<file path="src/rtl/reg_gpio_pkg.sv">
// Shared definitions for the reg_gpio register responder.
//  - Word offsets of every register in the window (byte address >> 2).
//  - Handshake FSM state encoding.
//  - Bitfield positions inside CFG and IRQ_EN / IRQ_STAT.
//  - Helper that packs rise/fall vectors into the IRQ register layout.
package rw_gpio_pkg;

    localparam int GPIO_OUT_W = 8;
    localparam int GPIO_IN_W  = 16;

    // Word offsets (byte offset / 4)
    localparam logic [2:0] OFF_OUT      = 3'd0;
    localparam logic [2:0] OFF_IN       = 3'd1;
    localparam logic [2:0] OFF_CFG      = 3'd2;
    localparam logic [2:0] OFF_IRQ_EN   = 3'd3;
    localparam logic [2:0] OFF_IRQ_STAT = 3'd4;
    localparam logic [2:0] OFF_OUT_SET  = 3'd5;
    localparam logic [2:0] OFF_OUT_CLR  = 3'd6;

    // CFG fields
    localparam int CFG_DFLT_LSB   = 0;
    localparam int CFG_REFCLK_LSB = 8;

    // IRQ_EN / IRQ_STAT fields
    localparam int IRQ_RISE_LSB = 0;
    localparam int IRQ_FALL_LSB = 16;

    typedef enum logic {
        ST_IDLE = 1'b0,
        ST_RESP = 1'b1
    } bus_state_t;

    // Rise flags in the low half, fall flags in the high half.
    function automatic logic [31:0] pack_irq(input logic [GPIO_IN_W-1:0] rise,
                                             input logic [GPIO_IN_W-1:0] fall);
        logic [31:0] v;
        v = '0;
        v[IRQ_RISE_LSB +: GPIO_IN_W] = rise;
        v[IRQ_FALL_LSB +: GPIO_IN_W] = fall;
        return v;
    endfunction

endpackage

</file>
<file path="src/rtl/reg_gpio_if.sv">
// CPU-side register bus for reg_gpio.
// Handshake: the master raises bus_sel with bus_we/bus_addr/bus_wdata valid and
// holds them until bus_ready; the slave pulses bus_ready for exactly one cycle,
// with bus_rdata valid in that cycle; the master drops bus_sel in the cycle
// after bus_ready, or keeps it high to start the next access.
interface reg_gpio_if #(
    parameter int ADDR_W = 5
);
    logic              bus_sel;
    logic              bus_we;
    logic [ADDR_W-1:0] bus_addr;
    logic [31:0]       bus_wdata;
    logic [31:0]       bus_rdata;
    logic              bus_ready;

    modport master (
        output bus_sel, bus_we, bus_addr, bus_wdata,
        input  bus_rdata, bus_ready
    );

    modport slave (
        input  bus_sel, bus_we, bus_addr, bus_wdata,
        output bus_rdata, bus_ready
    );
endinterface

</file>
<file path="src/rtl/reg_gpio_edge_det.sv">
// gpio_edge_det: registers the input vector once per cycle and produces
// single-cycle rise/fall strobes per bit.
// Ports:
//  clk, rst  clock and asynchronous active-high reset
//  gpio_in   input vector (already filtered upstream)
//  rise      gpio_in & ~gpio_in_d
//  fall      ~gpio_in & gpio_in_d
module gpio_edge_det #(
    parameter int WIDTH = 16
) (
    input  logic             clk,
    input  logic             rst,
    input  logic [WIDTH-1:0] gpio_in,
    output logic [WIDTH-1:0] rise,
    output logic [WIDTH-1:0] fall
);
    logic [WIDTH-1:0] gpio_in_d;

    always_ff @(posedge clk or posedge rst) begin
        if (rst) begin
            gpio_in_d <= '0;
        end else begin
            gpio_in_d <= gpio_in;
        end
    end

    assign rise = gpio_in  & ~gpio_in_d;
    assign fall = ~gpio_in & gpio_in_d;
endmodule

</file>
<file path="src/rtl/reg_gpio.sv">
// reg_gpio: bus-side register responder for fnc_gpio.
// Decodes CPU accesses into OUT / IN / CFG / IRQ_EN / IRQ_STAT / OUT_SET /
// OUT_CLR, latches enabled gpio_in edges as sticky interrupt status and
// drives irq as the OR of that status.
// Ports:
//  clk, rst    clock, asynchronous active-high reset
//  bus         reg_gpio_if slave (sel/we/addr/wdata in, rdata/ready out)
//  gpio_out    output state to fnc_gpio
//  gpio_in     filtered input state from fnc_gpio
//  dflt_st     digital filter setting (CFG[7:0])
//  refclk_st   divided-clock setting (CFG[15:8])
//  irq         level interrupt, |IRQ_STAT
//  dbg_state   handshake FSM state
module reg_gpio
    import rw_gpio_pkg::*;
#(
    parameter int          ADDR_W     = 5,
    parameter logic [7:0]  DFLT_RST   = 8'd5,
    parameter logic [7:0]  REFCLK_RST = 8'd2
) (
    input  logic                  clk,
    input  logic                  rst,
    reg_gpio_if.slave             bus,
    output logic [GPIO_OUT_W-1:0] gpio_out,
    input  logic [GPIO_IN_W-1:0]  gpio_in,
    output logic [7:0]            dflt_st,
    output logic [7:0]            refclk_st,
    output logic                  irq,
    output bus_state_t            dbg_state
);
    bus_state_t state_q, state_nxt;

    logic [GPIO_OUT_W-1:0] out_q, out_nxt;
    logic [7:0]            dflt_q, dflt_nxt;
    logic [7:0]            refclk_q, refclk_nxt;
    logic [31:0]           irq_en_q, irq_en_nxt;
    logic [31:0]           irq_stat_q, irq_stat_nxt;
    logic [31:0]           w1c_mask;
    logic [31:0]           set_vec;
    logic [31:0]           rdata_q, rdata_mux;
    logic [GPIO_IN_W-1:0]  rise, fall;
    logic                  access;
    logic [ADDR_W-3:0]     word_idx;
    logic                  unused_addr_lsb;

    // Byte-lane bits of the address carry no information here.
    assign unused_addr_lsb = ^bus.bus_addr[1:0];
    assign word_idx        = bus.bus_addr[ADDR_W-1:2];

    // An access is accepted on the edge that leaves IDLE with sel high; all
    // write effects and the read sample happen on that same edge.
    assign access = (state_q == ST_IDLE) && bus.bus_sel;

    gpio_edge_det #(.WIDTH(GPIO_IN_W)) u_edge_det (
        .clk     (clk),
        .rst     (rst),
        .gpio_in (gpio_in),
        .rise    (rise),
        .fall    (fall)
    );

    // Handshake FSM next state
    always_comb begin
        state_nxt = state_q;
        case (state_q)
            ST_IDLE: if (bus.bus_sel) state_nxt = ST_RESP;
            ST_RESP: state_nxt = ST_IDLE;
            default: state_nxt = ST_IDLE;
        endcase
    end

    // Register write decode and interrupt status update
    always_comb begin
        out_nxt    = out_q;
        dflt_nxt   = dflt_q;
        refclk_nxt = refclk_q;
        irq_en_nxt = irq_en_q;
        w1c_mask   = '0;
        if (access && bus.bus_we) begin
            case (word_idx)
                (ADDR_W-2)'(OFF_OUT):      out_nxt    = bus.bus_wdata[GPIO_OUT_W-1:0];
                (ADDR_W-2)'(OFF_CFG): begin
                    dflt_nxt   = bus.bus_wdata[CFG_DFLT_LSB +: 8];
                    refclk_nxt = bus.bus_wdata[CFG_REFCLK_LSB +: 8];
                end
                (ADDR_W-2)'(OFF_IRQ_EN):   irq_en_nxt = bus.bus_wdata;
                (ADDR_W-2)'(OFF_IRQ_STAT): w1c_mask   = bus.bus_wdata;
                (ADDR_W-2)'(OFF_OUT_SET):  out_nxt    = out_q | bus.bus_wdata[GPIO_OUT_W-1:0];
                (ADDR_W-2)'(OFF_OUT_CLR):  out_nxt    = out_q & ~bus.bus_wdata[GPIO_OUT_W-1:0];
                default: ;
            endcase
        end
        // Enable is qualified in the same cycle as the edge; a new event on a
        // bit being cleared wins over the clear.
        set_vec      = pack_irq(rise, fall) & irq_en_q;
        irq_stat_nxt = (irq_stat_q & ~w1c_mask) | set_vec;
    end

    // Read mux; reserved and write-only locations read as zero.
    always_comb begin
        rdata_mux = '0;
        case (word_idx)
            (ADDR_W-2)'(OFF_OUT):      rdata_mux[GPIO_OUT_W-1:0] = out_q;
            (ADDR_W-2)'(OFF_IN):       rdata_mux[GPIO_IN_W-1:0]  = gpio_in;
            (ADDR_W-2)'(OFF_CFG): begin
                rdata_mux[CFG_DFLT_LSB +: 8]   = dflt_q;
                rdata_mux[CFG_REFCLK_LSB +: 8] = refclk_q;
            end
            (ADDR_W-2)'(OFF_IRQ_EN):   rdata_mux = irq_en_q;
            (ADDR_W-2)'(OFF_IRQ_STAT): rdata_mux = irq_stat_q;
            default:                   rdata_mux = '0;
        endcase
    end

    always_ff @(posedge clk or posedge rst) begin
        if (rst) begin
            state_q    <= ST_IDLE;
            out_q      <= '0;
            dflt_q     <= DFLT_RST;
            refclk_q   <= REFCLK_RST;
            irq_en_q   <= '0;
            irq_stat_q <= '0;
            rdata_q    <= '0;
        end else begin
            state_q    <= state_nxt;
            out_q      <= out_nxt;
            dflt_q     <= dflt_nxt;
            refclk_q   <= refclk_nxt;
            irq_en_q   <= irq_en_nxt;
            irq_stat_q <= irq_stat_nxt;
            if (access) begin
                rdata_q <= rdata_mux;
            end
        end
    end

    // ready is decoded from state so an asynchronous reset drops it at once.
    assign bus.bus_ready = (state_q == ST_RESP);
    assign bus.bus_rdata = rdata_q;
    assign gpio_out      = out_q;
    assign dflt_st       = dflt_q;
    assign refclk_st     = refclk_q;
    assign irq           = |irq_stat_q;
    assign dbg_state     = state_q;
endmodule

</file>
<file path="src/flat_wrapper.sv">
// flat-port wrapper written by rule: the top's interface ports become plain ports
module reg_gpio_flat import rw_gpio_pkg::*;
#(
    parameter int          ADDR_W     = 5,
    parameter logic [7:0]  DFLT_RST   = 8'd5,
    parameter logic [7:0]  REFCLK_RST = 8'd2
)
  (clk, rst, gpio_out, gpio_in, dflt_st, refclk_st, irq, dbg_state, bus_bus_sel, bus_bus_we, bus_bus_addr, bus_bus_wdata, bus_bus_rdata, bus_bus_ready);
  reg_gpio_if #(.ADDR_W(ADDR_W)) bus_i ();
  input  logic clk;
  input  logic rst;
  output logic [GPIO_OUT_W-1:0] gpio_out;
  input  logic [GPIO_IN_W-1:0] gpio_in;
  output logic [7:0] dflt_st;
  output logic [7:0] refclk_st;
  output logic irq;
  output bus_state_t dbg_state;
  input wire logic [$bits(bus_i.bus_sel)-1:0] bus_bus_sel;
  input wire logic [$bits(bus_i.bus_we)-1:0] bus_bus_we;
  input wire logic [$bits(bus_i.bus_addr)-1:0] bus_bus_addr;
  input wire logic [$bits(bus_i.bus_wdata)-1:0] bus_bus_wdata;
  output wire logic [$bits(bus_i.bus_rdata)-1:0] bus_bus_rdata;
  output wire logic [$bits(bus_i.bus_ready)-1:0] bus_bus_ready;
  assign bus_i.bus_sel = bus_bus_sel;
  assign bus_i.bus_we = bus_bus_we;
  assign bus_i.bus_addr = bus_bus_addr;
  assign bus_i.bus_wdata = bus_bus_wdata;
  assign bus_bus_rdata = bus_i.bus_rdata;
  assign bus_bus_ready = bus_i.bus_ready;
  reg_gpio #(.ADDR_W(ADDR_W), .DFLT_RST(DFLT_RST), .REFCLK_RST(REFCLK_RST)) u_core (.clk(clk), .rst(rst), .bus(bus_i), .gpio_out(gpio_out), .gpio_in(gpio_in), .dflt_st(dflt_st), .refclk_st(refclk_st), .irq(irq), .dbg_state(dbg_state));
endmodule
</file>
<file path="config.mk">
export PLATFORM = sky130hd
export DESIGN_NAME = reg_gpio_flat
export DESIGN_NICKNAME = d
export VERILOG_FILES = /design/src/rtl/reg_gpio_pkg.sv /design/src/rtl/reg_gpio_if.sv /design/src/rtl/reg_gpio_edge_det.sv /design/src/rtl/reg_gpio.sv /design/src/flat_wrapper.sv
export SDC_FILE = /design/constraint.sdc
export NUM_CORES = 1
export LEC_CHECK = 0
export BUFFER_PORTS_ARGS = -buffer_cell sky130_fd_sc_hd__buf_4
export CORE_ASPECT_RATIO = 1.25
export CORE_MARGIN = 2
export CORE_UTILIZATION = 40
export CTS_CLUSTER_SIZE = 8
export DETAILED_ROUTE_END_ITERATION = 12
export PLACE_DENSITY_LB_ADDON = 0.05
export SYNTH_ARGS = -nofsm -noshare
export SYNTH_HDL_FRONTEND = slang
export SYNTH_SLANG_ARGS = --single-unit
export TNS_END_PERCENT = 5
</file>
<file path="constraint.sdc">
create_clock -name clk -period 12.24 [get_ports clk]
set_input_delay 2.448 -clock clk [delete_from_list [all_inputs] [get_ports clk]]
set_output_delay 2.448 -clock clk [all_outputs]
set_load 0.02 [all_outputs]
</file>
**Word-level counts from Yosys, hierarchy flattened**

Cells that the tools add are included.

- Output and inout port bits: 59
- Word-level logic and storage cells: 42
- Flip-flop bits (word level): 137
- Input bits: 57

- Muxes and demuxes: 8
- Bitwise logic cells: 12
- Reductions and logical operators: 8
- Eq/ne operators: 6

Operators by type and width:

| cell | number |
|---|---|
| $and 32x32->32 | 2 |
| $mux 32 | 2 |
| $pmux 8 s5 | 1 |
| $and 16x16->16 | 2 |
| $not 16->16 | 2 |
| $not 32->32 | 1 |
| $or 32x32->32 | 1 |
| $pmux 16 s2 | 1 |
| $pmux 8 s4 | 1 |
| $reduce_or 32->1 | 1 |
| $pmux 8 s3 | 1 |
| $eq 3x3->1 const B | 3 |
| $and 8x8->8 | 1 |
| $not 8->8 | 1 |
| $or 8x8->8 | 1 |
| $eq 3x2->1 const B | 2 |
| $reduce_and 2->1 | 3 |
| $eq 3x1->1 const B | 1 |
| $logic_not 3->1 | 1 |
| $reduce_bool 3->1 | 1 |
| $logic_and 1x1->1 | 2 |
| $pmux 1 s2 | 1 |
| $mux 1 | 1 |
| $not 1->1 | 1 |

**Logic depth before layout (Yosys ltp)**

Gate-level depths: netlist (run 1).

- Depth after elaboration: 7
- Depth in mapped cells: 8
- Depth with buffers taken out: 5

**By module**

Synthesis (run 1) repeated with hierarchy kept, for this count alone.

- Cell total of the unflattened synthesis: 528
- Area, all modules: 6172.2 um^2

Modules (own cells, without submodules):

| module | instances | area each (um^2) | cells each | seq. area each (um^2) |
|---|---|---|---|---|
| reg_gpio | 1 | 5487.8 | 479 | 3031.7 |
| gpio_edge_det | 1 | 684.4 | 49 | 400.4 |

**Least setup slack after synthesis (run 1)**

Ideal clock, no wire load.

- Path kind: in2reg
- From: input bus_bus_addr[2]
- To: register u_core.irq_en_q[0]
- Path buffers: 4
- Data arrival time: 3.761 ns
- Data required time: 12.115 ns
- Library setup time: 0.125 ns
- Cell stages on the path: 8
- Slack: 8.354 ns
- Cell sequence: buf_4 nor2b_4 and2_1 buf_6 and3_1 buf_6 buf_6 mux2_4

- Cells in the longest elaborated chain, start to end: 2

RTL lines:

| item | line | text |
|---|---|---|
| start: declaration | flat_wrapper.sv:20 | `input wire logic [$bits(bus_i.bus_addr)-1:0] bus_bus_addr;` |
| $eq 3x2->1 | reg_gpio.sv:80 | `case (word_idx)` |
| $reduce_and 2->1 (no source line) | - |  |
| end signal: assignment | reg_gpio.sv:129 | `irq_en_q <= irq_en_nxt;` |
| end: declaration | reg_gpio.sv:36 | `logic [31:0] irq_en_q, irq_en_nxt;` |

Every way passes these cells.
A chain may end at the register's enable or synchronous reset.

**Worst setup path after layout (run 1)**

- From: input bus_bus_sel
- To: register u_core.irq_stat_q[26]

- Cells in the longest elaborated chain, start to end: 6

RTL lines:

| item | line | text |
|---|---|---|
| start: declaration | flat_wrapper.sv:18 | `input wire logic [$bits(bus_i.bus_sel)-1:0] bus_bus_sel;` |
| $logic_and 1x1->1 | reg_gpio.sv:52 | `assign access = (state_q == ST_IDLE) && bus.bus_sel;` |
| $logic_and 1x1->1 | reg_gpio.sv:79 | `if (access && bus.bus_we) begin` |
| $mux 32 | reg_gpio.sv:79 |  |
| $not 32->32 | reg_gpio.sv:96 | `irq_stat_nxt = (irq_stat_q & ~w1c_mask) \| set_vec;` |
| $and 32x32->32 | reg_gpio.sv:96 |  |
| $or 32x32->32 | reg_gpio.sv:96 |  |
| named net u_core.irq_stat_nxt[26] | reg_gpio.sv:37 | `logic [31:0] irq_stat_q, irq_stat_nxt;` |
| end signal: assignment | reg_gpio.sv:130 | `irq_stat_q <= irq_stat_nxt;` |
| end: declaration | reg_gpio.sv:37 |  |

The timed path passes the listed nets, and every way through them passes these cells.

==> impl_metrics.csv, run 1 <==
group,metric,value,unit
status,run_status,"finished clean",
yosys,ys_seq_area_share,56.73,%
clock_tree,cts_buffers,17,
pwr,internal-power,1.074,mW
grt,number_of_global_route_vias_before_repair,4607,
yosys,post_synth_instance_area,6050,um2
drt,detailed_route_drc_error_count,0,
grt,groute.usage.overall,21.95,%
grt,grt_antenna_before_repair,0,
critical_path,timing.critical_path.required,12.54,ns
yosys,yosys.cell_types.count,36,
yosys,postSynthNetCount,564,
drt,route.detailed.wl_per_inst,20.85,um
drt,detail_route.vias_per_cell,5.583,
drt,wl_final,16.89,mm
cells_and_area,seq_area,3432,um2
pwr,powerDensity,191.9,nW/um2
timing,worst_slew_pin_slew,1.095,ns
timing,period_share,39.81,%
placed_design,io_buffer_count,113,
floorplan,initial_core_util,40.63,%
drt,drt.antenna.violating_nets,0,
cells_and_area,final_cell_area,7681,um2
drt,first_pass_iters,5,
clock_tree,worst_skew_pair.late_latency,0.41,ns
timing,clock-skew-final,0.006915,ns
drt,detailedRoute.firstIterationViolations,228,
pwr,combPwrFrac,18.3,%
yosys,register_bit_total_from_synthesis,137,
cells_and_area,antenna_cells_inserted,0,
pwr,sequentialPowerShare,42.3,%
timing,tns,0,ns
cells_and_area,final_core_util,51.59,%
critical_path,criticalPathCategory,"in2reg",
placed_design,place_congestion,0.7717,
clock_tree,clock-root-buffer,"clkbuf_16",
placed_design,dp_hpwl,11.24,mm
clock_tree,cts_repair_resize_count,0,
floorplan,dieWidth,114.0,um
grt,global_route_wire_length_before_repair,26.63,mm
cells_and_area,layout-drive-gt1-share,34.08,%
critical_path,crit_fanout,35,
clock_tree,cts_tree,"done",
critical_path,worst_endpoint_data_arrival_time,5.17,ns
critical_path,worst_setup_path_start_kind,"input pin",
drt,vias,4522,
cells_and_area,area_delta_synth_final,26.97,%
placed_design,postPlaceCellArea,7014,um2
grt,grt_max_degree,85,
clock_tree,clkSinkCount,137,
pwr,power.ir.vdd_worst,0.07909,mV
timing,finalSetupViolations,0,
floorplan,die_height,141.5,um
timing,report.final.hold_viol_count,0,
timing,slew-limit-headroom,26.95,%
floorplan,die_area,16130,um2
clock_tree,cts_htree_levels,4,
pwr,leakage,3.421,nW
grt,overall_overflow_remaining_after_global_route,0,
run,maxCapViolations,0,
clock_tree,cts_setup_buffers,0,
critical_path,crit_path_end_kind,"flop",
worst_hold_path,hold_path.class,"reg2reg",
floorplan,floorplan.core_area,14890,um2
pwr,power_switching_share,27.09,%
timing,grt_setup_unrepaired,"false",
pwr,power.switching,399.3,uW
floorplan,pin_count,116,
timing,final-max-slew-violation-count,0,
clock_tree,clk_pin_slew,0.06,ns
timing,max_clock_freq,205.2,MHz
yosys,yosys_warnings,0,
clock_tree,cts_max_path_buffers,2,
pwr,clock_power_share,39.4,%
clock_tree,cts.hold.buffers_added,0,
cells_and_area,fillers,1389,
floorplan,placement_rows,50,
yosys,syn_avg_cell_area,11.93,um2
yosys,synthCells,507,
cells_and_area,finalNetCount,673,
critical_path,register_to_register_setup_slack,9.00,ns
timing,post-route-min-period,4.873,ns
cells_and_area,multi_input_area,2415,um2
-- power by group through the flow --
stage / clock [mW] / combinational (mW) / sequential, mW
floorplan: 0 / 0.136 / 0.643
global placement: 0 / 0.267 / 0.626
detailed placement: 0 / 0.273 / 0.630
CTS: 0.589 / 0.274 / 0.623
global route: 0.612 / 0.292 / 0.636
finish: 0.580 / 0.270 / 0.624
-- layer usage --
layer  up-vias  track usage (%)  routed length, um
met1      2324            30.83               7581
met2       140            34.81               8320
li1       2048                -                  -
met4         0            5.006                131
met5         -                0                  0
met3        10            5.126                855
-- state kept, by name (all words and copies together), names as in the netlist --
register	cells
u_core.irq_stat_q	32
u_core.dflt_st	8
u_core.bus.bus_ready	1
u_core.refclk_st	8
u_core.irq_en_q	32
u_core.bus.bus_rdata	32
u_core.u_edge_det.gpio_in_d	16
u_core.gpio_out	8
-- placed cells by master, fill, tap and decap left out, types with 2 or more instances in the layout --
master,n
clkbuf_16,17
buf_4,118
mux2i_1,7
mux2_4,30
nor4_1,8
nand2b_1,6
mux4_2,5
o2bb2ai_1,22
dfstp_2,3
o21ai_0,13
nand2_1,72
inv_1,12
mux2_1,10
clkinvlp_4,3
a32o_1,11
nand3_1,14
dfrtp_1,134
nor3b_4,2
mux2_2,13
a221oi_1,28
clkbuf_1,2
a21oi_1,10
nand4_1,3
nor2b_1,3
bufinv_16,6
clkinv_4,2
or3b_2,7
nor4_2,2
nor2_1,55
-- critical path, stage by stage --
cell	delay, ns
buf_4	0.08
nand2b_1	0.05
buf_4	0.27
inv_1	0.85
and3_1	0.73
buf_4	0.39
nand2_1	0.10
a32o_1	0.21
-- metrics by stage --
stage	worst slack, ns	std cells	power (mW)	hold slack, ns
floorplan	6.129	507	0.7788	0.4156
global placement	6.850	779	0.8923	0.4335
detailed placement	6.905	779	0.9025	0.4299
CTS	7.323	810	1.486	0.4402
global route	7.226	810	1.540	0.4588
finish	7.367	810	1.474	0.4407
-- cells in the mapped netlist (all sizes together) --
cell / count / area [um2]
a2bb2oi: 1 / 8.760
a21oi: 10 / 50.05
or3b: 7 / 61.31
or2: 1 / 6.260
and3: 2 / 12.51
clkbuf: 10 / 37.54
dfrtp: 134 / 3353
o2bb2ai: 22 / 192.7
nor2b: 4 / 32.53
mux4: 5 / 112.6
and2: 1 / 6.260
inv: 13 / 48.80
nor3b: 2 / 31.28
o21ai: 14 / 70.06
a32o: 11 / 110.1
nor2: 55 / 206.5
nand2: 72 / 270.3
a221oi: 28 / 245.2
nand2b: 6 / 37.54
nor4: 10 / 68.81
nand4: 3 / 18.77
buf: 18 / 130.1
mux2i: 7 / 70.07
nand3: 15 / 80.08
dfstp: 3 / 78.83
mux2: 53 / 709.4
-- cell families (layout without fill, tap and decap cells) --
logic type | count (synthesis) | after routing | synth area share (%)
flip-flops | 137 | 137 | 56.73
buffers and inverters | 41 | 162 | 3.578
AND/OR/NAND/NOR | 178 | 178 | 13.75
multiplexers | 65 | 65 | 14.75
AO/OA/AOI/OAI | 86 | 86 | 11.19
-- final timing paths --
kind | from | to | cells past startpoint
max in group asynchronous | rst | u_core.u_edge_det.gpio_in_d[4] | 3
setup / recovery | bus_bus_sel | u_core.irq_stat_q[26] | 8
hold reg to reg | u_core.u_edge_det.gpio_in_d[1] | u_core.irq_stat_q[1] | 1
hold / removal | u_core.u_edge_det.gpio_in_d[1] | u_core.irq_stat_q[1] | 1
setup reg to reg | u_core.bus.bus_ready | u_core.irq_stat_q[26] | 7
min in group asynchronous | rst | u_core.irq_en_q[27] | 2
-- area by class of cell --
class	instances	share of cell area, %
Sequential cell	137	44.68
Multi-Input combinational cell	329	31.44
Timing Repair Buffer	118	11.53
Clock buffer	20	5.815
Tap cell	182	2.965
Clock inverter	11	2.867
Inverter	13	0.7004
(Power assumes the default switching activity.)
==> inputs of run 2 (changes only) <==
==> constraint.sdc (replaced) <==
create_clock -name clk -period 4.5 [get_ports clk]
set_input_delay 0.9 -clock clk [delete_from_list [all_inputs] [get_ports clk]]
set_output_delay 0.9 -clock clk [all_outputs]
set_load 0.02 [all_outputs]
==> run 2 against run 1 <==
Final cell count up 0.37%; global-route usage is 0.59 points lower; combinational power grew to 2.7 times the previous value; register-to-register slack got worse by 7.2 ns; clock skew up 0.0010 ns; via count shrank 0.97%; hold slack better by 0.011 ns; highest routed layer unchanged.
==> impl_metrics.csv, run 2 (same netlist as run 1, synthesis figures left out) <==
group,metric,value,unit
status,run_status,"finished clean",
placed_design,dp_hpwl,11.45,mm
clock_tree,clock-root-buffer,"clkbuf_16",
timing,tns,0,ns
floorplan,die_height,141.5,um
clock_tree,clkSinkCount,137,
worst_hold_path,hold_path.class,"reg2reg",
grt,grt_antenna_before_repair,0,
timing,final-max-slew-violation-count,0,
cells_and_area,final_cell_area,7610,um2
drt,detail_route.vias_per_cell,5.508,
placed_design,io_buffer_count,113,
worst_hold_path,holdPathStages,1,
pwr,power.ir.vdd_worst,0.2555,mV
critical_path,ordered_cell_list_for_the_critical_path,"nor4_1 -> nand4_1 -> or2_2 -> buf_4",
drt,wl_final,16.51,mm
critical_path,criticalPathCategory,"reg2out",
timing,grt_setup_unrepaired,"false",
drt,drt.antenna.violating_nets,0,
critical_path,worst_r2r_path_depth,6,
floorplan,initial_core_util,40.63,%
cells_and_area,mostFrequentLayoutCell,"dfrtp_1",
clock_tree,cts_repair_resize_count,0,
floorplan,die_area,16130,um2
cells_and_area,antenna_cells_inserted,0,
timing,worst_slew_pin_slew,1.065,ns
placed_design,postPlaceCellArea,7061,um2
clock_tree,cts_buffers,17,
drt,detailed_route_drc_error_count,0,
placed_design,place_congestion,0.7450,
floorplan,dieWidth,114.0,um
cells_and_area,multi_input_area,2415,um2
cells_and_area,layout-drive-gt1-share,33.76,%
timing,clock-skew-final,0.007961,ns
cells_and_area,finalNetCount,676,
timing,postLayoutSetupSlackWorst,1.589,ns
critical_path,crit-reg2reg-capture,"u_core.irq_stat_q[30]",
cells_and_area,fillers,1363,
clock_tree,cts_htree_levels,4,
timing,report.final.hold_viol_count,0,
timing,post-route-min-period,2.911,ns
clock_tree,cts_tree,"done",
drt,route.detailed.wl_per_inst,20.31,um
worst_hold_path,min_from,"u_core.u_edge_det.gpio_in_d[14]",
grt,number_of_global_route_vias_before_repair,4511,
drt,first_pass_iters,4,
grt,global_route_wire_length_before_repair,25.88,mm
pwr,leakage,3.397,nW
critical_path,crit_fanout,3,
grt,grt_max_degree,67,
cells_and_area,seq_area,3432,um2
grt,overall_overflow_remaining_after_global_route,0,
worst_hold_path,hold-path-endpoint,"u_core.irq_stat_q[14]",
clock_tree,worst_skew_pair.late_latency,0.42,ns
clock_tree,cts_setup_buffers,0,
floorplan,floorplan.core_area,14890,um2
critical_path,timing.critical_path.required,3.60,ns
pwr,finalPower,3.722,mW
pwr,powerDensity,489.2,nW/um2
drt,detailedRoute.firstIterationViolations,254,
critical_path,worst_endpoint_data_arrival_time,2.01,ns
critical_path,register_to_register_setup_slack,1.80,ns
critical_path,worst_setup_path_start_kind,"flop",
grt,groute.usage.overall,21.36,%
timing,slew-limit-headroom,28.38,%
critical_path,cpPeakStageDelay,0.54,ns
run,maxCapViolations,0,
timing,period_share,64.69,%
timing,max_clock_freq,343.5,MHz
timing,finalSetupViolations,0,
critical_path,cp_slowest_cell,"nor4_1",
critical_path,critical_path.reg2reg.startpoint,"u_core.bus.bus_ready",
clock_tree,clk_pin_slew,0.05,ns
critical_path,crit_path_end_kind,"output port",
floorplan,placement_rows,50,
drt,vias,4478,
clock_tree,cts.hold.buffers_added,0,
cells_and_area,area_delta_synth_final,25.79,%
cells_and_area,layout.cells.most_common_list,"134 x dfrtp_1, 119 x buf_4, 72 x nand2_1",
placed_design,place_ws,1.284,ns
clock_tree,cts_max_path_buffers,2,
floorplan,pin_count,116,
[run 2: changes by cell type in the layout (fill, tap and decap cells not counted)]
cell | before | now
buf_12 | 0 | 2
buf_4 | 118 | 119
bufinv_16 | 6 | 0
clkbuf_1 | 2 | 6
clkbuf_8 | 1 | 7
clkinv_2 | 0 | 1
clkinv_4 | 2 | 0
clkinvlp_4 | 3 | 1
inv_6 | 1 | 0
[run 2: stage by stage]
stage	instances	util (%)	hold WS, ns
floorplan	507	-	0.4156
detailed placement	782	47.42	0.4434
CTS	813	51.11	0.4507
global placement	782	47.42	0.4314
finish	813	51.11	0.4516
global route	813	51.11	0.4630
[run 2: power by group]
part	internal, mW	switching (mW)
sequential	1.48	0.212
combinational	0.392	0.345
clock	0.804	0.488
total	2.68	1.04
[run 2: area by class of cell]
| type | count | area share [%] |
|---|---|---|
| tap | 182 | 2.992 |
| multi-input combinational | 329 | 31.73 |
| timing repair buffer | 121 | 12.27 |
| sequential | 137 | 45.10 |
| inverter | 13 | 0.6906 |
| clock inverter | 1 | 0.06577 |
| clock buffer | 30 | 7.152 |
[run 2: how the worst max path moves through the flow]
stage | end | slack (ns) | startpoint | cells after the start
finish | irq | 1.59 | u_core.irq_stat_q[5] | 4
global route | irq | 1.44 | u_core.irq_stat_q[5] | 4
CTS | irq | 1.53 | u_core.irq_stat_q[5] | 4
detailed placement | u_core.irq_stat_q[30] | 1.28 | bus_bus_sel | 7
global placement | u_core.irq_stat_q[7] | 1.28 | bus_bus_sel | 7
floorplan | u_core.bus.bus_rdata[0] | 1.90 | rst | 1
[run 2: critical path, delay by kind of cell (launching register included)]
family	cells	cell delay, ns
and+or+nand+nor	3	1.04
DFF	1	0.40
buffers and inverters	1	0.16
[run 2: metal layers]
| metal | share of wire, % | track usage (%) |
|---|---|---|
| met1 | 47 | 30.15 |
| met2 | 46 | 32.33 |
| met5 | 0 | 0 |
| met3 | 4.6 | 4.314 |
| met4 | 2.6 | 8.665 |
==> inputs of run 3 (changes only) <==
==> constraint.sdc (replaced) <==
create_clock -name clk -period 2.72 [get_ports clk]
set_input_delay 0.544 -clock clk [delete_from_list [all_inputs] [get_ports clk]]
set_output_delay 0.544 -clock clk [all_outputs]
set_load 0.02 [all_outputs]
==> run 3 against run 2 <==
Sequential cell count is the same; non-clock buffer count grew 5; largest power group unchanged; highest routed layer unchanged; sequential power grew 66%.
==> impl_metrics.csv, run 3 (same netlist as run 1, synthesis figures left out) <==
group,metric,value,unit
clock_tree,clk_pin_slew,0.06,ns
grt,overall_overflow_remaining_after_global_route,0,
placed_design,place_ws,0.4240,ns
drt,vias,4508,
drt,wl_met3,803,um
cells_and_area,final_core_util,51.35,%
floorplan,initial_core_util,40.63,%
placed_design,io_buffer_count,113,
clock_tree,cts_buffers,17,
timing,clock-skew-final,0.005669,ns
timing,max_clock_freq,393.4,MHz
pwr,leakage,3.421,nW
drt,wl_final,16.51,mm
drt,detail_route.vias_per_cell,5.504,
clock_tree,cts_setup_buffers,0,
timing,slew-limit-headroom,35.13,%
clock_tree,cts_max_path_buffers,2,
clock_tree,cts.hold.buffers_added,0,
critical_path,crit_path_end_kind,"output port",
timing,worst_slew_pin_slew,0.9651,ns
status,run_status,"finished clean",
critical_path,worst_setup_path_start_kind,"flop",
grt,number_of_global_route_vias_before_repair,4507,
placed_design,postPlaceCellArea,7104,um2
timing,grt_setup_unrepaired,"false",
floorplan,die_height,141.5,um
cells_and_area,mostFrequentLayoutCell,"dfrtp_1",
cells_and_area,final_cell_area,7646,um2
placed_design,dp_hpwl,11.22,mm
cells_and_area,fillers,1394,
clock_tree,clkSinkCount,137,
cells_and_area,antenna_cells_inserted,0,
cells_and_area,layout-drive-gt1-share,33.91,%
critical_path,ordered_cell_list_for_the_critical_path,"nor4_1 -> nand4_1 -> or2_2 -> buf_4",
worst_hold_path,hold_path.class,"in2reg",
run,maxCapViolations,0,
timing,tns,0,ns
grt,global_route_wire_length_before_repair,25.80,mm
timing,finalSetupViolations,0,
clock_tree,cts_tree,"done",
grt,grt_antenna_before_repair,0,
clock_tree,clock-root-buffer,"clkbuf_16",
cells_and_area,layout.cells.most_common_list,"134 x dfrtp_1, 123 x buf_4, 72 x nand2_1",
floorplan,floorplan.core_area,14890,um2
timing,postLayoutSetupSlackWorst,0.1782,ns
timing,period_share,93.45,%
drt,top_signal_layer_used,"met4",
timing,post-route-min-period,2.542,ns
drt,detailedRoute.firstIterationViolations,264,
timing,final-max-slew-violation-count,0,
drt,detailroute.wirelength.met2,7.843,mm
pwr,powerDensity,806.6,nW/um2
placed_design,place_congestion,0.7641,
floorplan,pin_count,116,
floorplan,dieWidth,114.0,um
drt,first_pass_iters,4,
cells_and_area,area_delta_synth_final,26.39,%
pwr,finalPower,6.167,mW
clock_tree,cts_htree_levels,4,
timing,report.final.hold_viol_count,0,
critical_path,cpPeakStageDelay,0.51,ns
critical_path,timing.critical_path.required,2.18,ns
critical_path,worst_endpoint_data_arrival_time,2.00,ns
drt,drt.antenna.violating_nets,0,
cells_and_area,finalNetCount,681,
clock_tree,worst_skew_pair.late_latency,0.42,ns
grt,grt_max_degree,138,
critical_path,criticalPathCategory,"reg2out",
pwr,power.ir.vdd_worst,0.3495,mV
floorplan,die_area,16130,um2
drt,routed_length_on_met1,7.677,mm
floorplan,placement_rows,50,
drt,route.detailed.wl_per_inst,20.16,um
drt,detailed_route_drc_error_count,0,
critical_path,cp_slowest_cell,"nor4_1",
critical_path,crit_fanout,3,
grt,groute.usage.overall,21.12,%
clock_tree,cts_repair_resize_count,0,
[run 3: cell types whose count changed in the layout (fill, tap and decap cells not counted), moves of 2 or more]
cell / previous run / this run
clkbuf_8: 7 / 3
clkbuf_1: 6 / 8
clkinv_2: 1 / 3
buf_4: 119 / 123
[run 3: where the power goes]
part           internal [mW]  total, mW  switching (mW)  leakage (nW)
Combinational          0.650       1.22           0.567          1.55
Sequential              2.45       2.81           0.358          1.61
Clock                   1.33       2.14           0.817         0.266
[run 3: area by class of cell]
cell class                      instances  area [um2]  area share, %
Sequential cell                       137        3432          44.89
Multi-Input combinational cell        329        2409          31.50
Timing Repair Buffer                  126       983.4          12.86
Clock buffer                           28       496.7          6.496
Tap cell                              182       227.7          2.978
Inverter                               13       52.55         0.6873
Clock inverter                          4       45.04         0.5891
[run 3: worst paths after layout]
path / cells after the start / end / slack, ns / startpoint
max: 4 / irq / 0.18 / u_core.irq_stat_q[5]
min: 1 / u_core.u_edge_det.gpio_in_d[8] / 0.25 / gpio_in[8]
max reg2reg: 6 / u_core.irq_stat_q[30] / 0.59 / u_core.bus.bus_ready
min reg2reg: 1 / u_core.irq_stat_q[1] / 0.44 / u_core.u_edge_det.gpio_in_d[1]
max in group asynchronous: 3 / u_core.u_edge_det.gpio_in_d[0] / 1.85 / rst
min in group asynchronous: 3 / u_core.bus.bus_rdata[28] / 0.36 / rst
[run 3: layer usage]
| metal | vias up | global-route usage [%] |
|---|---|---|
| met5 | - | 0 |
| met4 | 0 | 6.226 |
| met3 | 15 | 4.613 |
| met2 | 152 | 32.52 |
| met1 | 2274 | 30.12 |
| li1 | 2067 | - |
[run 3: stage by stage]
step	std cells	hold slack, ns
3_3_place_gp	787	0.4314
3_5_place_dp	787	0.4296
2_1_floorplan	507	0.4156
6_report	819	0.2523
5_1_grt	819	0.2378
4_1_cts	819	0.2396
[run 3: critical path, delay by kind of cell, from the launching register on]
family / cells / cell delay (ns)
AND/OR/NAND/NOR: 3 / 1.00
flip-flops: 1 / 0.41
buffers and inverters: 1 / 0.16
